$ cat config.mk
export PLATFORM = sky130hd
export DESIGN_NAME = ring_network_interface
export DESIGN_NICKNAME = d
export VERILOG_FILES = /design/src/rtl/ring_network_interface.sv
export SDC_FILE = /design/constraint.sdc
export NUM_CORES = 1
export LEC_CHECK = 0
export ABC_AREA = 1
export CAP_MARGIN = 0
export CELL_PAD_IN_SITES_DETAIL_PLACEMENT = 0
export CELL_PAD_IN_SITES_GLOBAL_PLACEMENT = 2
export CORE_MARGIN = 2
export CORE_UTILIZATION = 37
export CTS_BUF_LIST = sky130_fd_sc_hd__clkbuf_2
export DETAILED_ROUTE_END_ITERATION = 12
export HOLD_SLACK_MARGIN = 0.03
export MAX_ROUTING_LAYER = met4
export PLACE_DENSITY_LB_ADDON = 0.1
export SLEW_MARGIN = 10
export SYNTH_ARGS = -nofsm -noshare
export SYNTH_HDL_FRONTEND = slang
export SYNTH_SLANG_ARGS = --single-unit
$ cat constraint.sdc
create_clock -name clk -period 2.9 [get_ports clk]
set_input_delay 0.58 -clock clk [delete_from_list [all_inputs] [get_ports clk]]
set_output_delay 0.58 -clock clk [all_outputs]
set_load 0.01 [all_outputs]
$ cat src/rtl/ring_network_interface.sv
// ring_network_interface: PE endpoint of a ring router with TX/RX FIFOs, stall-retry injection, gap timing and local loopback
module ring_network_interface #(
    parameter int NODE_ID     = 0,
    parameter int PACKET_SIZE = 8,
    parameter int ROUTER_BITS = 2,
    parameter int FIFO_DEPTH  = 4,
    parameter int INJ_GAP     = 1,
    parameter int CNT_WIDTH   = 8
) (
    input  logic                   clk,
    input  logic                   rst,
    input  logic [PACKET_SIZE-1:0] pe_tx_data,
    input  logic                   pe_tx_valid,
    output logic                   pe_tx_ready,
    output logic [PACKET_SIZE-1:0] pe_rx_data,
    output logic                   pe_rx_valid,
    input  logic                   pe_rx_ready,
    output logic [PACKET_SIZE-1:0] inj_data,
    output logic                   inj_enable,
    input  logic                   inj_stall,
    input  logic [PACKET_SIZE-1:0] ej_data,
    input  logic                   ej_valid,
    output logic [CNT_WIDTH-1:0]   tx_count,
    output logic [CNT_WIDTH-1:0]   rx_count,
    output logic [CNT_WIDTH-1:0]   drop_count,
    output logic [CNT_WIDTH-1:0]   misroute_count
);
    localparam int AW = $clog2(FIFO_DEPTH);
    localparam logic [ROUTER_BITS-1:0] ME = ROUTER_BITS'(NODE_ID);

    typedef enum logic [1:0] {IDLE, ISSUE, GAP} state_t;
    state_t state, next_state;

    logic [PACKET_SIZE-1:0] tx_mem [FIFO_DEPTH];
    logic [PACKET_SIZE-1:0] rx_mem [FIFO_DEPTH];
    logic [AW-1:0] tx_wp, tx_rp, rx_wp, rx_rp;
    logic [AW:0] tx_cnt, rx_cnt;
    logic ready_en;
    logic [2:0] gap_cnt;
    logic [PACKET_SIZE-1:0] tx_head, rx_wdata;
    logic tx_empty, tx_full, rx_full, head_remote, head_local, gap_done;
    logic tx_push, tx_pop, rx_push, rx_pop, loopback, issue_done, ej_mine, ej_push;

    assign tx_head     = tx_mem[tx_rp];
    assign tx_empty    = tx_cnt == '0;
    assign tx_full     = tx_cnt == (AW+1)'(FIFO_DEPTH);
    assign rx_full     = rx_cnt == (AW+1)'(FIFO_DEPTH);
    assign head_remote = !tx_empty && tx_head[ROUTER_BITS-1:0] != ME;
    assign head_local  = !tx_empty && tx_head[ROUTER_BITS-1:0] == ME;
    assign gap_done    = gap_cnt == 3'(INJ_GAP - 1);
    // ready comes from registered occupancy only, and stays low until the first edge after reset
    assign pe_tx_ready = ready_en && !tx_full;
    assign pe_rx_valid = rx_cnt != '0;
    assign pe_rx_data  = pe_rx_valid ? rx_mem[rx_rp] : '0;
    assign tx_push     = pe_tx_valid && pe_tx_ready;
    assign rx_pop      = pe_rx_valid && pe_rx_ready;
    assign ej_mine     = ej_data[ROUTER_BITS-1:0] == ME;
    assign ej_push     = ej_valid && ej_mine && (!rx_full || rx_pop);
    // ejection owns the RX write port; a self-addressed head only moves on a free, non-full cycle
    assign loopback    = state == IDLE && head_local && !ej_valid && (!rx_full || rx_pop);
    assign issue_done  = state == ISSUE && !inj_stall;
    assign tx_pop      = loopback || issue_done;
    assign rx_push     = ej_push || loopback;
    assign rx_wdata    = ej_valid ? ej_data : tx_head;

    // FSM state register
    always_ff @(posedge clk or negedge rst) begin
        if (!rst) state <= IDLE;
        else      state <= next_state;
    end

    // FSM next state; an expiring gap launches the next remote packet directly so the gap is exact
    always_comb begin
        next_state = state;
        case (state)
            IDLE:    next_state = head_remote ? ISSUE : IDLE;
            ISSUE:   next_state = inj_stall ? ISSUE : (INJ_GAP > 0 ? GAP : IDLE);
            GAP:     next_state = gap_done ? (head_remote ? ISSUE : IDLE) : GAP;
            default: next_state = IDLE;
        endcase
    end

    // FSM outputs
    always_comb begin
        inj_enable = state == ISSUE;
    end

    // gap timer, injection data register and post-reset ready enable
    always_ff @(posedge clk or negedge rst) begin
        if (!rst) begin
            gap_cnt  <= '0;
            inj_data <= '0;
            ready_en <= 1'b0;
        end else begin
            gap_cnt  <= state == GAP ? gap_cnt + 3'd1 : 3'd0;
            inj_data <= next_state == ISSUE ? tx_head : inj_data;
            ready_en <= 1'b1;
        end
    end

    // FIFO pointers and occupancy
    always_ff @(posedge clk or negedge rst) begin
        if (!rst) begin
            tx_wp  <= '0;
            tx_rp  <= '0;
            tx_cnt <= '0;
            rx_wp  <= '0;
            rx_rp  <= '0;
            rx_cnt <= '0;
        end else begin
            tx_wp  <= tx_push ? tx_wp + AW'(1) : tx_wp;
            tx_rp  <= tx_pop ? tx_rp + AW'(1) : tx_rp;
            tx_cnt <= tx_cnt + (AW+1)'(tx_push) - (AW+1)'(tx_pop);
            rx_wp  <= rx_push ? rx_wp + AW'(1) : rx_wp;
            rx_rp  <= rx_pop ? rx_rp + AW'(1) : rx_rp;
            rx_cnt <= rx_cnt + (AW+1)'(rx_push) - (AW+1)'(rx_pop);
        end
    end

    // FIFO storage
    always_ff @(posedge clk) begin
        if (tx_push) tx_mem[tx_wp] <= pe_tx_data;
        if (rx_push) rx_mem[rx_wp] <= rx_wdata;
    end

    // saturating statistics counters
    always_ff @(posedge clk or negedge rst) begin
        if (!rst) begin
            tx_count       <= '0;
            rx_count       <= '0;
            drop_count     <= '0;
            misroute_count <= '0;
        end else begin
            tx_count       <= tx_count + CNT_WIDTH'(tx_pop && tx_count != '1);
            rx_count       <= rx_count + CNT_WIDTH'(rx_push && rx_count != '1);
            drop_count     <= drop_count + CNT_WIDTH'(ej_valid && ej_mine && rx_full && !rx_pop && drop_count != '1);
            misroute_count <= misroute_count + CNT_WIDTH'(ej_valid && !ej_mine && misroute_count != '1);
        end
    end
endmodule

Word level (Yosys, flattened, before mapping)
Memory sizes are Yosys's and may differ from the RTL's.
Index checks and enable logic that the tools add are counted.
{"block": "word_totals", "register_bits": 60, "ramBits": 64, "inputBits": 22, "output_inout_bits": 51, "elab_cells": 84, "memories": 2}
{"memory": "rx_mem", "words": 4, "width": 8, "read_ports": 1, "rd_ports_with_merged_regs": 0, "write_ports": 1, "line": "35", "text": "logic [PACKET_SIZE-1:0] rx_mem [FIFO_DEPTH];"}
{"memory": "tx_mem", "words": 4, "width": 8, "read_ports": 1, "rd_ports_with_merged_regs": 0, "write_ports": 1, "line": "34", "text": "logic [PACKET_SIZE-1:0] tx_mem [FIFO_DEPTH];"}
{"block": "op_classes", "add_sub_neg": 13, "eq_ne": 9, "muxes": 11, "reduce_logical": 35}
{"operator": "8-bit by 1-bit adder with 8-bit output", "count": 4}
{"operator": "8-bit != test (second input constant)", "count": 4}
{"operator": "1-bit logical AND", "count": 18}
{"operator": "8-bit 2-to-1 mux", "count": 2}
{"operator": "2-bit by 1-bit adder with 2-bit output (second input constant)", "count": 4}
{"operator": "1-bit zero test", "count": 7}
{"operator": "3-bit by 1-bit adder with 3-bit output", "count": 2}
{"operator": "3-bit equality test (second input constant)", "count": 2}
{"operator": "2-bit zero test", "count": 3}
{"operator": "3-bit zero test", "count": 2}
{"operator": "2-bit one-hot mux with 3 select lines", "count": 1}
{"operator": "3-bit by 1-bit subtractor with 3-bit output", "count": 2}
{"operator": "1-bit 2-to-1 mux", "count": 5}
{"operator": "2-bit by 1-bit equality test with 1-bit output (second input constant)", "count": 2}
{"operator": "2-bit 2-to-1 mux", "count": 2}
{"operator": "3-bit by 1-bit adder with 3-bit output (second input constant)", "count": 1}
{"operator": "1-bit logical OR", "count": 3}
{"operator": "3-bit 2-to-1 mux", "count": 1}
{"operator": "3-bit nonzero test", "count": 1}
{"operator": "2-bit equality test (second input constant)", "count": 1}
{"operator": "2-bit nonzero test", "count": 1}

Logic depth before layout (Yosys ltp)
Gate-level depths: netlist of run 1.
{"block": "depth", "depth_word": 9, "depth_mapped": 14}

Worst setup path before layout of run 1
Ideal clock, no wire load.
{"block": "synth_timing", "kind": "input to register", "start": "input ej_valid", "end": "register rx_cnt[2]", "arrival_ps": 2360, "required_time_ps": 2771, "slack_ps": 411, "stages": 12, "path_buffers": 0, "path_cell_list": "inv_2 -> nand2_1 -> nor2_1 -> nand3_1 -> o21bai_4 -> inv_2 -> ha_1 -> inv_1 -> ha_1 -> fa_1 -> xnor2_1 -> xor2_1"}
{"block": "synth_via", "elab_chain_len": 6, "word_cells_on_any_way": 8}
{"item": "start: declaration", "line": "22", "text": "input logic ej_valid,"}
{"item": "1-bit zero test", "line": "60", "text": "assign loopback = state == IDLE && head_local && !ej_valid && (!rx_full || rx_pop);"}
{"item": "1-bit logical AND (2 in a row)", "line": "60"}
{"item": "1-bit logical OR (*)", "line": "63", "text": "assign rx_push = ej_push || loopback;"}
{"item": "3-bit by 1-bit adder with 3-bit output (*)", "line": "116", "text": "rx_cnt <= rx_cnt + (AW+1)'(rx_push) - (AW+1)'(rx_pop);"}
{"item": "3-bit by 1-bit subtractor with 3-bit output (*)", "line": "116"}
{"item": "end signal: assignment", "line": "116"}
{"item": "end: declaration", "line": "37", "text": "logic [AW:0] tx_cnt, rx_cnt;"}
Every way passes the cells marked *; elsewhere a longest branch is shown, timed or not.
A chain may end at the register's enable or synchronous reset.

Final worst setup path of run 1
{"block": "layout_timing", "start": "register tx_rp[0]", "end": "register rx_cnt[2]"}
{"block": "layout_via", "elab_chain_len": 9}
{"item": "start: declaration", "line": "36", "text": "logic [AW-1:0] tx_wp, tx_rp, rx_wp, rx_rp;"}
{"item": "start signal: assignment", "line": "112", "text": "tx_rp <= tx_pop ? tx_rp + AW'(1) : tx_rp;"}
{"item": "memory 4 x 8 bit"}
{"item": "2-bit zero test", "line": "49", "text": "assign head_local = !tx_empty && tx_head[ROUTER_BITS-1:0] == ME;"}
{"item": "1-bit logical AND", "line": "49"}
{"item": "1-bit logical AND (3 in a row)", "line": "60"}
{"item": "1-bit logical OR", "line": "63"}
{"item": "3-bit by 1-bit adder with 3-bit output", "line": "116"}
{"item": "3-bit by 1-bit subtractor with 3-bit output", "line": "116"}
Every way passes these cells.

==> results of run 1 <==
==> cell type report <==
class                           instances  area, um2
Inverter                               47        191
Timing Repair Buffer                  101        957
Clock inverter                         13        245
Multi-Input combinational cell        304       1730
Clock buffer                           19       95.1
Fill cell                            1361       7490
Sequential cell                       124       3420
Tap cell                              184        230
==> worst max-delay path: stages (launching register included) <==
cell      delay [ns]
dfrtp_1         0.49
buf_4           0.23
nand2_1         0.07
nand3_1         0.09
nand2_2         0.16
nand2_4         0.09
o21bai_4        0.13
inv_2           0.05
ha_1            0.26
inv_1           0.04
ha_1            0.18
fa_1            0.38
xnor2_1         0.19
xor2_1          0.17
==> registers in the layout, summed over array words and instances, names as in the netlist <==
signal and flops:
drop_count 8, gap_cnt 3, inj_data 8, misroute_count 8, ready_en 1, rx_cnt 3, rx_count 8, rx_mem 32
rx_rp 2, rx_wp 2, state 2, tx_cnt 3, tx_count 8, tx_mem 32, tx_rp 2, tx_wp 2
==> cells by family (layout without fill, tap and decap cells) <==
group	after synthesis	in the layout	synth area share
AND/OR/NAND/NOR	194	194	0.155
adder cells (fa/ha/maj)	24	24	0.0586
AO/OA/AOI/OAI	52	52	0.0537
other	1	1	0.000697
flip-flops	124	124	0.636
buffers and inverters	56	180	0.0428
XOR/XNOR	33	33	0.0537
==> per-layer routing <==
| layer | vias up | track usage |
|---|---|---|
| li1 | 1831 | - |
| met1 | 1715 | 0.182 |
| met2 | 58 | 0.253 |
| met3 | 16 | 0.0399 |
| met4 | 0 | 0.0628 |
| met5 | - | - |
==> report_power, final <==
| part | internal, uW | switching [uW] | total (uW) |
|---|---|---|---|
| combinational | 1160 | 1410 | 2570 |
| sequential | 2320 | 339 | 2660 |
| clock | 825 | 622 | 1450 |
==> metrics by stage <==
stage	instances	total power, uW	hold WS [ns]	worst slack, ns
finish	792	6680	0.469	0.327
global route	792	7230	0.446	0.101
CTS	792	6810	0.427	0.00699
detailed placement	759	5330	0.452	-0.160
global placement	759	5290	0.447	-0.0841
floorplan	484	4140	0.284	0.411
==> timing repair <==
action,4_1_cts,5_1_grt
hold buffers,1,0
setup endpoints to repair,8,5
endpoints found under the hold margin,36,0
gates resized for setup,9,8
==> path summary, 6_finish.rpt <==
check / endpoint / cells after the start / from
min in group asynchronous: rx_count[6] / 2 / rst
max: rx_cnt[2] / 13 / tx_rp[0]
max reg2reg: rx_cnt[2] / 13 / tx_rp[0]
min: gap_cnt[0] / 1 / gap_cnt[0]
min reg2reg: gap_cnt[0] / 1 / gap_cnt[0]
max in group asynchronous: tx_count[2] / 3 / rst
==> placed cells by master (no fill, tap or decap), drive strengths merged, types with 3 or more instances in the layout <==
master	count
dfrtp	60
inv	47
clkbuf	19
nor3	7
ha	22
clkinv	4
nand4	6
clkdlybuf4s50	63
dlymetal6s2s	5
xor2	19
a21oi	11
nand3	28
nor2	73
edfxtp	64
buf	29
bufinv	7
dlygate4sd2	3
o22ai	6
xnor2	14
o21ai	32
nand2	79
==> flow_summary.ini, run 1 <==
[timing]
fin_skew_ns = 0.0185
period_share = 0.887
finalHoldViolCount = 0
relSlewSlack = 0.412
setup_violations = 0
rsz0062_at_grt = false
worst_slew_pin_slew_ns = 0.882
fin_setup_tns_ns = 0
fmax_mhz = 389
finalCriticalPeriod_ns = 2.57
drv_slew = 0

[route]
routed_wl_mm = 11.0
dr_wl_met3_um = 373
num_vias = 3620
wl_per_cell_um = 13.8
first_pass_iters = 4
first_iter_violations = 216
vias_per_cell = 4.57
wl_met2_mm = 5.48
antenna_left = 0
top_layer = met4
drc_errors = 0
wl_met1_mm = 4.92

[yosys]
syn-num-nets = 530
syn-instance-count = 484
synth_top_area_cell = edfxtp_1
async_flop_share = 0.484
synth.distinct_cells = 29
synthTopCellsByArea = edfxtp_1 36%, dfrtp_1 28%, ha_1 5.1%
synth_edf_count = 64
yosys.area.top_type_share = 0.357
avgSynthCellArea_um2 = 11.1
synth_ff_type = edfxtp_1
ys_ff_latch = 124
syn_area_mm2 = 0.00538
synthTopCellsByCount = 73 x nand2_1, 68 x nor2_1, 64 x edfxtp_1
yosysMostFrequentCell = nand2_1
yosysWarnings = 0
synth_seq_area_share = 0.636

[cells_and_area]
drive_above_1_share = 0.128
diodes = 0
fin_area_mm2 = 0.00688
syn2layout_area_growth_pct = 27.7
utilization = 0.478
final_nets = 641

[die]
dieArea_mm2 = 0.0155
io_pins = 73
start_util = 0.375
core_area_mm2 = 0.0144
die_h_um = 125
die_x_um = 125
rows = 44

[run_status]
status = complete, no violations

[clock_tree]
clk_latency_ns = 0.67
clk_pin_slew_ns = 0.17
clock-sinks = 124
cts_buffer_depth = 2
cts_tree = built
cts-root-buf = clkbuf_2
htreeDepth = 4
numCtsBuffers = 17
postCtsSetupBuffers = 0

[flow_run]
max-cap-violations = 0

[pwr]
p_leak_uw = 0.00301
vdd_ir_drop_max_mv = 0.357
power.density_mw_per_mm2 = 972

[placement]
placed_area_mm2 = 0.00649
dp_hpwl_mm = 7.81
port_buffers = 72
gp_congestion = 0.738

[global_route]
grt_max_degree = 39
antenna_found_initial = 0
gr-total-overflow = 0
grt_pass1_vias = 3631
grt_pass1_wl_mm = 18.2
track_usage = 0.154

[critical_path]
cp-start-kind = register
setup.worst_path.class = reg -> reg
cp_max_fo = 16
crit_required_ns = 3.50
r2r_setup_slack_ns = 0.33
worstPathArrival_ns = 3.18
critPathCaptureType = register

[hold_path]
holdCritPathClass = reg -> reg
No activity file was read; power rests on OpenSTA's default activity.
==> inputs of run 2 (changes only) <==
CORE_UTILIZATION = 36   (was 37)
CTS_BUF_LIST = default   (was sky130_fd_sc_hd__clkbuf_2)
==> flow_summary.ini, run 2 (synthesis results as in run 1) <==
[critical_path]
setup.worst_path.class = reg -> out
critPathCaptureType = output pin
cp-start-kind = register
rr_worst_depth = 13
reg2reg_to = rx_cnt[2]
r2r_setup_slack_ns = 0.25
crit_required_ns = 2.32
cp_max_fo = 19
r2r_start = tx_rp[0]
worstPathArrival_ns = 2.08

[timing]
drv_slew = 0
finalCriticalPeriod_ns = 2.66
relSlewSlack = 0.596
holdWs_ns = 0.168
period_share = 0.916
setup_violations = 0
finalHoldViolCount = 0
worst_slew_pin_slew_ns = 0.606
fin_skew_ns = 0.0115
rsz0062_at_grt = false
fin_setup_tns_ns = 0
fmax_mhz = 376

[cells_and_area]
fillerInstances = 1324
seq_area_mm2 = 0.00342
reg_top3 = rx_mem x32, tx_mem x32
layout.cells.most_common_list = 73 x nand2_1, 71 x clkdlybuf4s50_1, 68 x nor2_1, 64 x edfxtp_1, 60 x dfrtp_1
fin_area_mm2 = 0.00712
final_common_cell = nand2_1
syn2layout_area_growth_pct = 32.2
final_nets = 645
multi_input_area_mm2 = 0.00173
drive_above_1_share = 0.137
diodes = 0

[global_route]
grt_pass1_vias = 3538
antenna_found_initial = 0
track_usage = 0.151
grt_max_degree = 38
grt_pass1_wl_mm = 17.9
gr-total-overflow = 0

[clock_tree]
postCtsSetupBuffers = 0
clk_pin_slew_ns = 0.06
cts_buffer_depth = 2
htreeDepth = 4
clock-sinks = 124
cts-root-buf = clkbuf_16
cts_tree = built
numCtsBuffers = 17
post_cts_resized = 0
hold_buffers = 0
clk_latency_ns = 0.42

[placement]
port_buffers = 72
placed_area_mm2 = 0.00654
gp_congestion = 0.796
dp_hpwl_mm = 8.02

[route]
first_iter_violations = 164
vias_per_cell = 4.59
wl_per_cell_um = 14.0
num_vias = 3653
antenna_left = 0
routed_wl_mm = 11.1
drc_errors = 0
first_pass_iters = 4

[pwr]
finalPower_uw = 7340
p_leak_uw = 0.00306
vdd_ir_drop_max_mv = 0.456
power.density_mw_per_mm2 = 1030

[die]
rows = 44
io_pins = 73
die_x_um = 126
core_area_mm2 = 0.0146
dieArea_mm2 = 0.0159
start_util = 0.369
die_h_um = 126

[run_status]
status = complete, no violations

[flow_run]
max-cap-violations = 0

[hold_path]
holdCritPathClass = in -> async
run 2: routing by layer:
layer	global-route usage	part of all wire	vias to the layer above
met5	-	0	-
li1	-	-	1839
met1	0.185	0.46	1749
met3	0.0460	0.032	7
met2	0.242	0.50	58
met4	0.0491	0.0088	0
run 2: worst max path at each step:
stage,startpoint,end,slack (ns),cells after the start
3_5_place_dp,ej_data[0],rx_cnt[2],-0.17,12
2_1_floorplan,ej_valid,rx_cnt[2],0.41,12
6_report,rx_rp[0],pe_rx_data[6],0.24,5
5_1_grt,ej_data[0],rx_cnt[2],0.07,12
4_1_cts,rx_rp[1],pe_rx_data[4],0.22,5
3_3_place_gp,ej_data[0],rx_cnt[2],-0.08,12
run 2: layout make-up:
| cell class | instances | share of cell area |
|---|---|---|
| Clock buffer | 17 | 0.0598 |
| Timing Repair Buffer | 105 | 0.137 |
| Inverter | 47 | 0.0255 |
| Clock inverter | 15 | 0.0211 |
| Sequential cell | 124 | 0.481 |
| Tap cell | 184 | 0.0323 |
| Multi-Input combinational cell | 304 | 0.243 |
run 2: critical path, stage by stage (launching register included):
cell and delay (ns):
dfrtp_1 0.35, buf_4 0.20, inv_2 0.21, o21ai_0 0.12
a21oi_1 0.21, clkdlybuf4s50_1 0.56
run 2: stage by stage:
| step | util | instances | setup slack [ns] |
|---|---|---|---|
| global placement | 0.448 | 764 | -0.0774 |
| CTS | 0.488 | 796 | 0.216 |
| finish | 0.488 | 796 | 0.243 |
| detailed placement | 0.448 | 764 | -0.171 |
| floorplan | - | 484 | 0.411 |
| global route | 0.488 | 796 | 0.0726 |
run 2: power by group:
part           switching (uW)  internal [uW]  total, uW
combinational            1440           1200       2640
sequential                323           2330       2650
clock                     784           1260       2040
total                    2550           4790       7340
==> inputs of run 3 (changes only) <==
HOLD_SLACK_MARGIN = 0.06   (was 0.03)
MAX_ROUTING_LAYER = default   (was met4)
==> flow_summary.ini, run 3 (synthesis results as in run 1) <==
[timing]
period_share = 0.916
fin_setup_tns_ns = 0
finalCriticalPeriod_ns = 2.66
finalHoldViolCount = 0
fin_skew_ns = 0.00858
drv_slew = 0
setup_violations = 0
fmax_mhz = 376
worst_slew_pin_slew_ns = 0.609
relSlewSlack = 0.594
rsz0062_at_grt = false

[pwr]
p_seq_frac = 0.362
power.density_mw_per_mm2 = 1030
power_switching_uw = 2540
p_leak_uw = 0.00306
p_int_uw = 4790
comb_power_share = 0.360
vdd_ir_drop_max_mv = 0.458
power_frac_clock = 0.278
swShare = 0.347

[clock_tree]
cts_buffer_depth = 2
clk_pin_slew_ns = 0.06
clk_latency_ns = 0.41
cts-root-buf = clkbuf_16
cts_tree = built
htreeDepth = 4
clock-sinks = 124
post_cts_resized = 0
postCtsSetupBuffers = 0
hold_buffers = 0
numCtsBuffers = 17

[critical_path]
cp-start-kind = register
critPathCaptureType = register
worstPathArrival_ns = 2.99
crit_required_ns = 3.23
cp_max_fo = 8
setup.worst_path.class = reg -> reg

[cells_and_area]
final_nets = 645
layout.cells.most_common_list = 73 x nand2_1, 71 x clkdlybuf4s50_1, 68 x nor2_1, 64 x edfxtp_1, 60 x dfrtp_1
final_common_cell = nand2_1
diodes = 0
drive_above_1_share = 0.137
fin_area_mm2 = 0.00712
reg_top3 = rx_mem x32, tx_mem x32
syn2layout_area_growth_pct = 32.2

[global_route]
grt_max_degree = 38
gr-total-overflow = 0
antenna_found_initial = 0
grt_pass1_wl_mm = 18.0
grt_pass1_vias = 3536
track_usage = 0.147

[route]
routed_wl_mm = 11.1
wl_per_cell_um = 14.0
first_iter_violations = 143
antenna_left = 0
vias_per_cell = 4.57
num_vias = 3635
drc_errors = 0
first_pass_iters = 4

[flow_run]
max-cap-violations = 0

[die]
die_x_um = 126
start_util = 0.369
core_area_mm2 = 0.0146
dieArea_mm2 = 0.0159
io_pins = 73
die_h_um = 126
rows = 44

[run_status]
status = complete, no violations

[placement]
dp_hpwl_mm = 8.02
port_buffers = 72
gp_congestion = 0.785
placed_area_mm2 = 0.00654

[hold_path]
holdCritPathClass = in -> async
run 3: cell counts in the layout (fill, tap and decap cells not counted):
Identical to the previous run, type by type.
run 3: final timing paths:
path	from	endpoint	slack, ns	cells past startpoint
hold / removal	rst	rx_count[3]	0.18	1
setup reg to reg	tx_rp[0]	rx_cnt[2]	0.24	13
min in group clk	gap_cnt[0]	gap_cnt[0]	0.47	1
max in group asynchronous	rst	tx_cnt[1]	2.11	2
setup / recovery	tx_rp[0]	rx_cnt[2]	0.24	13
hold reg to reg	gap_cnt[0]	gap_cnt[0]	0.47	1
run 3: layout make-up:
class,count,area [um2]
repair buffers,105,976
fillers,1324,7470
clock inverters,15,150
flip-flops and latches,124,3420
inverters,47,181
well taps,184,230
clock buffers,17,425
multi-input cells,304,1730
run 3: worst max-delay path: stages, from the launching register on:
cell      delay, ns
dfrtp_1        0.52
buf_4          0.23
nand2_1        0.06
nand3_1        0.08
nand2_2        0.18
nand2_4        0.10
o21bai_4       0.14
inv_2          0.05
ha_1           0.27
inv_1          0.05
ha_1           0.18
fa_1           0.37
xnor2_1        0.19
xor2_1         0.16
run 3: metal layers:
| layer | share of wire | GRT usage |
|---|---|---|
| met5 | 0 | 0 |
| met4 | 0.0061 | 0.0485 |
| met3 | 0.035 | 0.0472 |
| met2 | 0.50 | 0.243 |
| met1 | 0.46 | 0.184 |
run 3: metrics by stage:
| stage | setup slack [ns] | total power, uW | hold WS (ns) | instances | util |
|---|---|---|---|---|---|
| floorplan | 0.411 | 4140 | 0.284 | 484 | - |
| global placement | -0.0774 | 5300 | 0.445 | 764 | 0.448 |
| detailed placement | -0.171 | 5370 | 0.461 | 764 | 0.448 |
| CTS | 0.216 | 7440 | 0.186 | 796 | 0.488 |
| global route | 0.0725 | 7840 | 0.205 | 796 | 0.488 |
| finish | 0.243 | 7330 | 0.176 | 796 | 0.488 |
run 3: power groups by stage:
| stage | clock network, uW | logic [uW] | registers, uW |
|---|---|---|---|
| floorplan | 0 | 1450 | 2690 |
| global placement | 0 | 2620 | 2680 |
| detailed placement | 0 | 2680 | 2690 |
| CTS | 2090 | 2690 | 2660 |
| global route | 2170 | 2960 | 2710 |
| finish | 2040 | 2640 | 2650 |
==> RTL edit 1, RTL diff (settings of run 3) <==
Register the output `misroute_count` once more; this adds one clock of latency there. The other outputs are not delayed to match.
--- a/src/rtl/ring_network_interface.sv
+++ b/src/rtl/ring_network_interface.sv
@@ -31,2 +31,4 @@
     typedef enum logic [1:0] {IDLE, ISSUE, GAP} state_t;
+
+    logic [CNT_WIDTH-1:0] misroute_count_s0;
     state_t state, next_state;
@@ -131,3 +133,3 @@
             drop_count     <= '0;
-            misroute_count <= '0;
+            misroute_count_s0 <= '0;
         end else begin
@@ -136,5 +138,9 @@
             drop_count     <= drop_count + CNT_WIDTH'(ej_valid && ej_mine && rx_full && !rx_pop && drop_count != '1);
-            misroute_count <= misroute_count + CNT_WIDTH'(ej_valid && !ej_mine && misroute_count != '1);
+            misroute_count_s0 <= misroute_count_s0 + CNT_WIDTH'(ej_valid && !ej_mine && misroute_count_s0 != '1);
         end
     end
+    always_ff @(posedge clk) begin
+        misroute_count <= misroute_count_s0;
+    end
+
 endmodule
Behaviour: not the same (Yosys sat finds a counterexample within 4 cycles, from zero or initial values and one cycle with rst low).
==> RTL edit 1 against run 3 <==
- first-iteration DRC count increased by 6.3%
- fmax decreased by 4.3%
- critical path depth shrank 8
- sequential cell count increased by 8
- highest routed layer unchanged
- design area increased by 1.3%
- critical endpoint is now pe_rx_data[6]
- utilization shrank 1.2 points
- setup slack got worse by 0.12 ns
- total power rose by 2.2%
- register-to-register slack improved by 0.21 ns
- routed wire length grew 2.9%
- die area increased by 3.4%
- sequential power is 8.7% higher
- area after synthesis grew 3.5%
==> RTL edit 1: results (changes against run 3) <==
[critical_path]
r2r_cells=15  ; +2
capturing_instance_or_port_of_the_critical_path=pe_rx_data[6]
cpMaxStageDelayCell=sky130_fd_sc_hd__clkdlybuf4s50_1
arrival_ns=2.20  ; -0.79 ns
crit_path_from=rx_rp[0]$_DFFE_PN0P_
crit_path_max_fanout=16  ; +8
timing.critical_path.slowest_cell_delay_ns=0.57  ; +0.05 ns
worstReg2RegStart=tx_rp[0]$_DFFE_PN0P_
timing.reg2reg.setup_slack_ns=0.45  ; +0.21 ns

[clocking]
clock_pin_slew_on_the_worst_setup_and_hold_paths_ns=0.05
clkLatencyLatePin_ns=0.41  ; about the same
h_tree_depth=4  ; unchanged
ctsResizeCount=1  ; +1
max-clock-path-buffers=2  ; unchanged
cts_buffers=17  ; unchanged

[min_path]
hp-class=in -> async

[power]
peak_ir_drop_on_the_vdd_network_mv=0.410  ; -10%
power.static_leakage_nw=3.08  ; +0.60%

[yosys]
synth.yosys.warnings=0  ; unchanged
number_of_flops_mapped_to_enable_cells_by_yosys=64  ; unchanged
dominantRegCellSynth=sky130_fd_sc_hd__edfxtp_1
synth_seq_area_share_pct=64.3  ; +0.73 points
ys_async_sr_fraction_pct=45.5  ; -2.9 points
synthDistinctLibCells=32  ; +10%
postSynthNetCount=538  ; +1.5%
synth.top_cells.by_count=72 x sky130_fd_sc_hd__nand2_1, 65 x sky130_fd_sc_hd__nor2_1, 64 x sky130_fd_sc_hd__edfxtp_1
ys_top_cells_by_area=sky130_fd_sc_hd__edfxtp_1 34%, sky130_fd_sc_hd__dfrtp_1 27%, sky130_fd_sc_hd__ha_1 4.9%

[placed_design]
placed_instance_area_um2=6670  ; +2.0%
gpl.final_weighted_congestion=0.763  ; -2.7%
port_buffers=72  ; unchanged
dp_hpwl_um=8260  ; +3.0%
place_ws_ns=-0.0298  ; +0.141 ns

[global_routing]
groute.usage.overall_pct=15.2  ; +0.54 points
grt_pass1_wl_um=19000  ; +5.6%
grt_max_degree=28  ; -26%
number_of_global_route_vias_before_repair=3760  ; +6.3%

[detailed_routing]
num_vias=3629  ; -0.17%
initialDrtViolationCount=152  ; +6.3%
ant_nets=0  ; unchanged
detail_route.first_pass.iterations=4  ; unchanged
post_route_wl_um=11400  ; +2.9%

[outcome]
run_status=finished, final reports clean

[finish]
nNetsFinal=645  ; unchanged
fraction_of_layout_cells_with_a_size_suffix_above_1_pct=11.9  ; -1.8 points
largestRegisters=rx_mem (32), tx_mem (32)

[sta]
final_period_minus_worst_setup_slack_ns=2.78  ; +0.118 ns
maxSlewHeadroom_pct=61.9  ; +2.5 points
skew_ns=0.00892  ; +0.000338 ns

==> RTL edit 1: logic make-up (layout without fill, tap and decap cells) <==
| kind of cell | after synthesis | in the layout | synth area share (%) |
|---|---|---|---|
| AND/OR/NAND/NOR | 197 | 197 | 16.1 |
| flip-flops | 132 | 132 | 64.3 |
| buffers and inverters | 57 | 177 | 4.20 |
| AO/OA/AOI/OAI | 48 | 48 | 4.47 |
| XOR/XNOR | 33 | 33 | 5.19 |
| adder cells (fa/ha/maj) | 24 | 24 | 5.66 |
| other | 1 | 1 | 0.0673 |
==> RTL edit 1: area by class of cell <==
class,instances,area [um2]
inverters,48,186
clock inverters,5,52.6
clock buffers,27,483
fillers,1399,7930
repair buffers,97,916
flip-flops and latches,132,3580
well taps,188,235
multi-input cells,303,1750
==> RTL edit 1: where the power goes <==
part / switching, W / internal [W] / leakage (nW)
sequential: 0.000373 / 0.00250 / 1.39
clock: 0.000731 / 0.00122 / 0.259
combinational: 0.00144 / 0.00123 / 1.43
==> RTL edit 1: through the flow <==
step	hold slack, ns	power (W)	instances
2_1_floorplan	0.284	0.00440	492
3_3_place_gp	0.384	0.00558	768
3_5_place_dp	0.388	0.00563	768
4_1_cts	0.164	0.00762	800
5_1_grt	0.200	0.00806	800
6_report	0.161	0.00749	800
==> RTL edit 1: routing by layer <==
metal | vias up | GRT usage, % | share of wire, % | routed length [um]
met5 | - | 0 | 0 | 0
met4 | 0 | 8.27 | 2.1 | 239
met3 | 16 | 3.53 | 2.9 | 326
met2 | 58 | 24.6 | 48 | 5530
met1 | 1708 | 19.1 | 47 | 5330
li1 | 1847 | - | - | -
==> RTL edit 1: worst max-delay path: cells and delay by family, from the launching register on <==
family,cells,cell delay (ns)
flops,1,0.44
compound gates,2,0.34
buf+inv,3,1.00
==> RTL edit 2, RTL diff (settings of run 3) <==
Without the edit above. `PACKET_SIZE`: 8 -> 16.
--- a/src/rtl/ring_network_interface.sv
+++ b/src/rtl/ring_network_interface.sv
@@ -3,3 +3,3 @@
     parameter int NODE_ID     = 0,
-    parameter int PACKET_SIZE = 8,
+    parameter int PACKET_SIZE = 16,
     parameter int ROUTER_BITS = 2,
Ports: changed (resized ej_data, inj_data, pe_rx_data and pe_tx_data); port bits go from 73 to 105. The function was not compared with the original's and may differ.
==> RTL edit 2 against run 3 <==
- total power up 43%
- utilization down 2.9 points
- count of clock-buffer cells in the layout is the same
- setup slack lost 0.089 ns
- highest routed layer unchanged
- sequential power grew 53%
- critical path depth decreased by 7
- design area rose by 46%
- routed wire length is 66% higher
- hold slack better by 0.029 ns
- area after synthesis rose by 53%
- critical path type is now reg -> out
- combinational power grew 56%
- via count rose by 50%
- sequential cell count is 72 higher
==> RTL edit 2: results (changes against run 3) <==
[critical_path]
largest_delay_share_family_worst_path=buffers and inverters
crit_path_max_fanout=20  ; +12
worstReg2RegStart=tx_rp[1]$_DFFE_PN0N_
timing.reg2reg.setup_slack_ns=0.33  ; +0.09 ns
arrival_ns=2.17  ; -0.82 ns
r2r_cells=12  ; -1
cpMaxStageDelayCell=sky130_fd_sc_hd__clkdlybuf4s50_1
worst_r2r_endpoint=rx_cnt[2]$_DFF_PN0_
timing.critical_path.slowest_cell_delay_ns=0.59  ; +0.07 ns
crit_path_from=rx_rp[0]$_DFFE_PN0P_

[clocking]
clkLatencyLatePin_ns=0.43  ; +0.02 ns
cts_buffers=17  ; unchanged
h_tree_depth=4  ; unchanged

[placed_design]
place_ws_ns=-0.126  ; +0.0446 ns
port_buffers=104  ; +44%
placed_cells_incl_taps=1111  ; +45%
dp_hpwl_um=12500  ; +56%
gpl.final_weighted_congestion=0.761  ; -3.0%

[detailed_routing]
route.detailed.vias_per_inst=4.78  ; +4.7%
num_vias=5465  ; +50%
post_route_wl_um=18500  ; +66%

[outcome]
run_status=finished, final reports clean

[finish]
fraction_of_layout_cells_with_a_size_suffix_above_1_pct=10.3  ; -3.5 points
nNetsFinal=907  ; +41%
num-fill-cells=2080  ; +57%

[sta]
fin_crit_sh_pct=94.7  ; +3.1 points
skew_ns=0.00996  ; +0.00138 ns
max_slew.worst_pin.slew_ns=0.733  ; +0.124 ns

[yosys]
synth_seq_area_share_pct=67.1  ; +3.6 points
ys_async_sr_fraction_pct=34.7  ; -14 points
ys_top_cells_by_area=sky130_fd_sc_hd__edfxtp_1 47%, sky130_fd_sc_hd__dfrtp_1 21%, sky130_fd_sc_hd__nor2_1 5.5%
synth.top_cells.by_count=128 x sky130_fd_sc_hd__edfxtp_1, 120 x sky130_fd_sc_hd__nor2_1, 102 x sky130_fd_sc_hd__nand2_1
syn_inst=718  ; +48%
number_of_flops_mapped_to_enable_cells_by_yosys=128  ; +100%
synthDistinctLibCells=35  ; +21%
postSynthNetCount=780  ; +47%

[global_routing]
grt_pass1_wl_um=29200  ; +63%
grt_max_degree=33  ; -13%
groute.usage.overall_pct=15.9  ; +1.2 points

[power]
peak_ir_drop_on_the_vdd_network_mv=0.377  ; -18%
power.static_leakage_nw=4.16  ; +36%

## RTL edit 2: cell types whose count changed after synthesis, moves of 4 or more
| cell | before | now |
|---|---|---|
| sky130_fd_sc_hd__dfrtp_1 | 60 | 68 |
| sky130_fd_sc_hd__nand2_2 | 3 | 14 |
| sky130_fd_sc_hd__edfxtp_1 | 64 | 128 |
| sky130_fd_sc_hd__nor2_2 | 5 | 1 |
| sky130_fd_sc_hd__o22ai_1 | 6 | 14 |
| sky130_fd_sc_hd__nor2_1 | 68 | 120 |
| sky130_fd_sc_hd__buf_4 | 0 | 4 |
| sky130_fd_sc_hd__a21oi_1 | 11 | 19 |
| sky130_fd_sc_hd__nand2_1 | 73 | 102 |
| sky130_fd_sc_hd__clkbuf_1 | 2 | 12 |
| sky130_fd_sc_hd__o21ai_0 | 32 | 64 |
| sky130_fd_sc_hd__nand3_1 | 28 | 35 |
## RTL edit 2: worst min-delay path by stage
stage,depth (start not counted),endpoint,slack (ns)
6_report,1,rx_count[3]$_DFF_PN0_,0.20
2_1_floorplan,0,drop_count[0]$_DFF_PN0_,0.28
4_1_cts,1,rx_count[2]$_DFF_PN0_,0.22
3_3_place_gp,1,gap_cnt[0]$_DFF_PN0_,0.44
3_5_place_dp,1,gap_cnt[0]$_DFF_PN0_,0.45
5_1_grt,1,drop_count[3]$_DFF_PN0_,0.26
## RTL edit 2: cell type report
cell class                      count  area share [%]
Clock buffer                       17            4.10
Clock inverter                     15            1.47
Inverter                           47            1.79
Multi-Input combinational cell    448            23.0
Sequential cell                   196            53.5
Tap cell                          285            3.44
Timing Repair Buffer              135            12.7
## RTL edit 2: cells by family after synthesis
kind of cell    count (synthesis)  synth area share (%)
compound gates                100                  6.39
xor+xnor                       33                  3.50
fa+ha+maj                      24                  3.82
buf+inv                        74                  4.04
flops                         196                  67.1
other cells                     1                0.0454
simple gates                  290                  15.1
## RTL edit 2: power by group
part	switching [W]	total [W]	internal, W
clock	0.00114	0.00230	0.00116
combinational	0.00236	0.00411	0.00175
sequential	0.000401	0.00406	0.00366
## RTL edit 2: repair_timing
item                                    CTS  global route
resized for setup                         0             1
endpoints found under the setup margin    0             4
hold buffers                              0             0
hold endpoints to repair                  0             0
## RTL edit 2: per-stage QoR
stage | TNS [ns] | power (W) | utilization (%)
2_1_floorplan | 0 | 0.00647 | -
3_3_place_gp | -0.123 | 0.00820 | 43.3
3_5_place_dp | -0.212 | 0.00832 | 43.3
4_1_cts | 0 | 0.0106 | 45.9
5_1_grt | -0.00176 | 0.0112 | 45.9
6_report | 0 | 0.0105 | 45.9
## RTL edit 2: layer usage
layer,up-vias,track usage [%],share of wire (%)
met5,-,0,0
met4,0,5.46,1.7
met3,21,2.48,3.6
met2,105,26.8,49
met1,2657,20.9,46
li1,2682,-,-
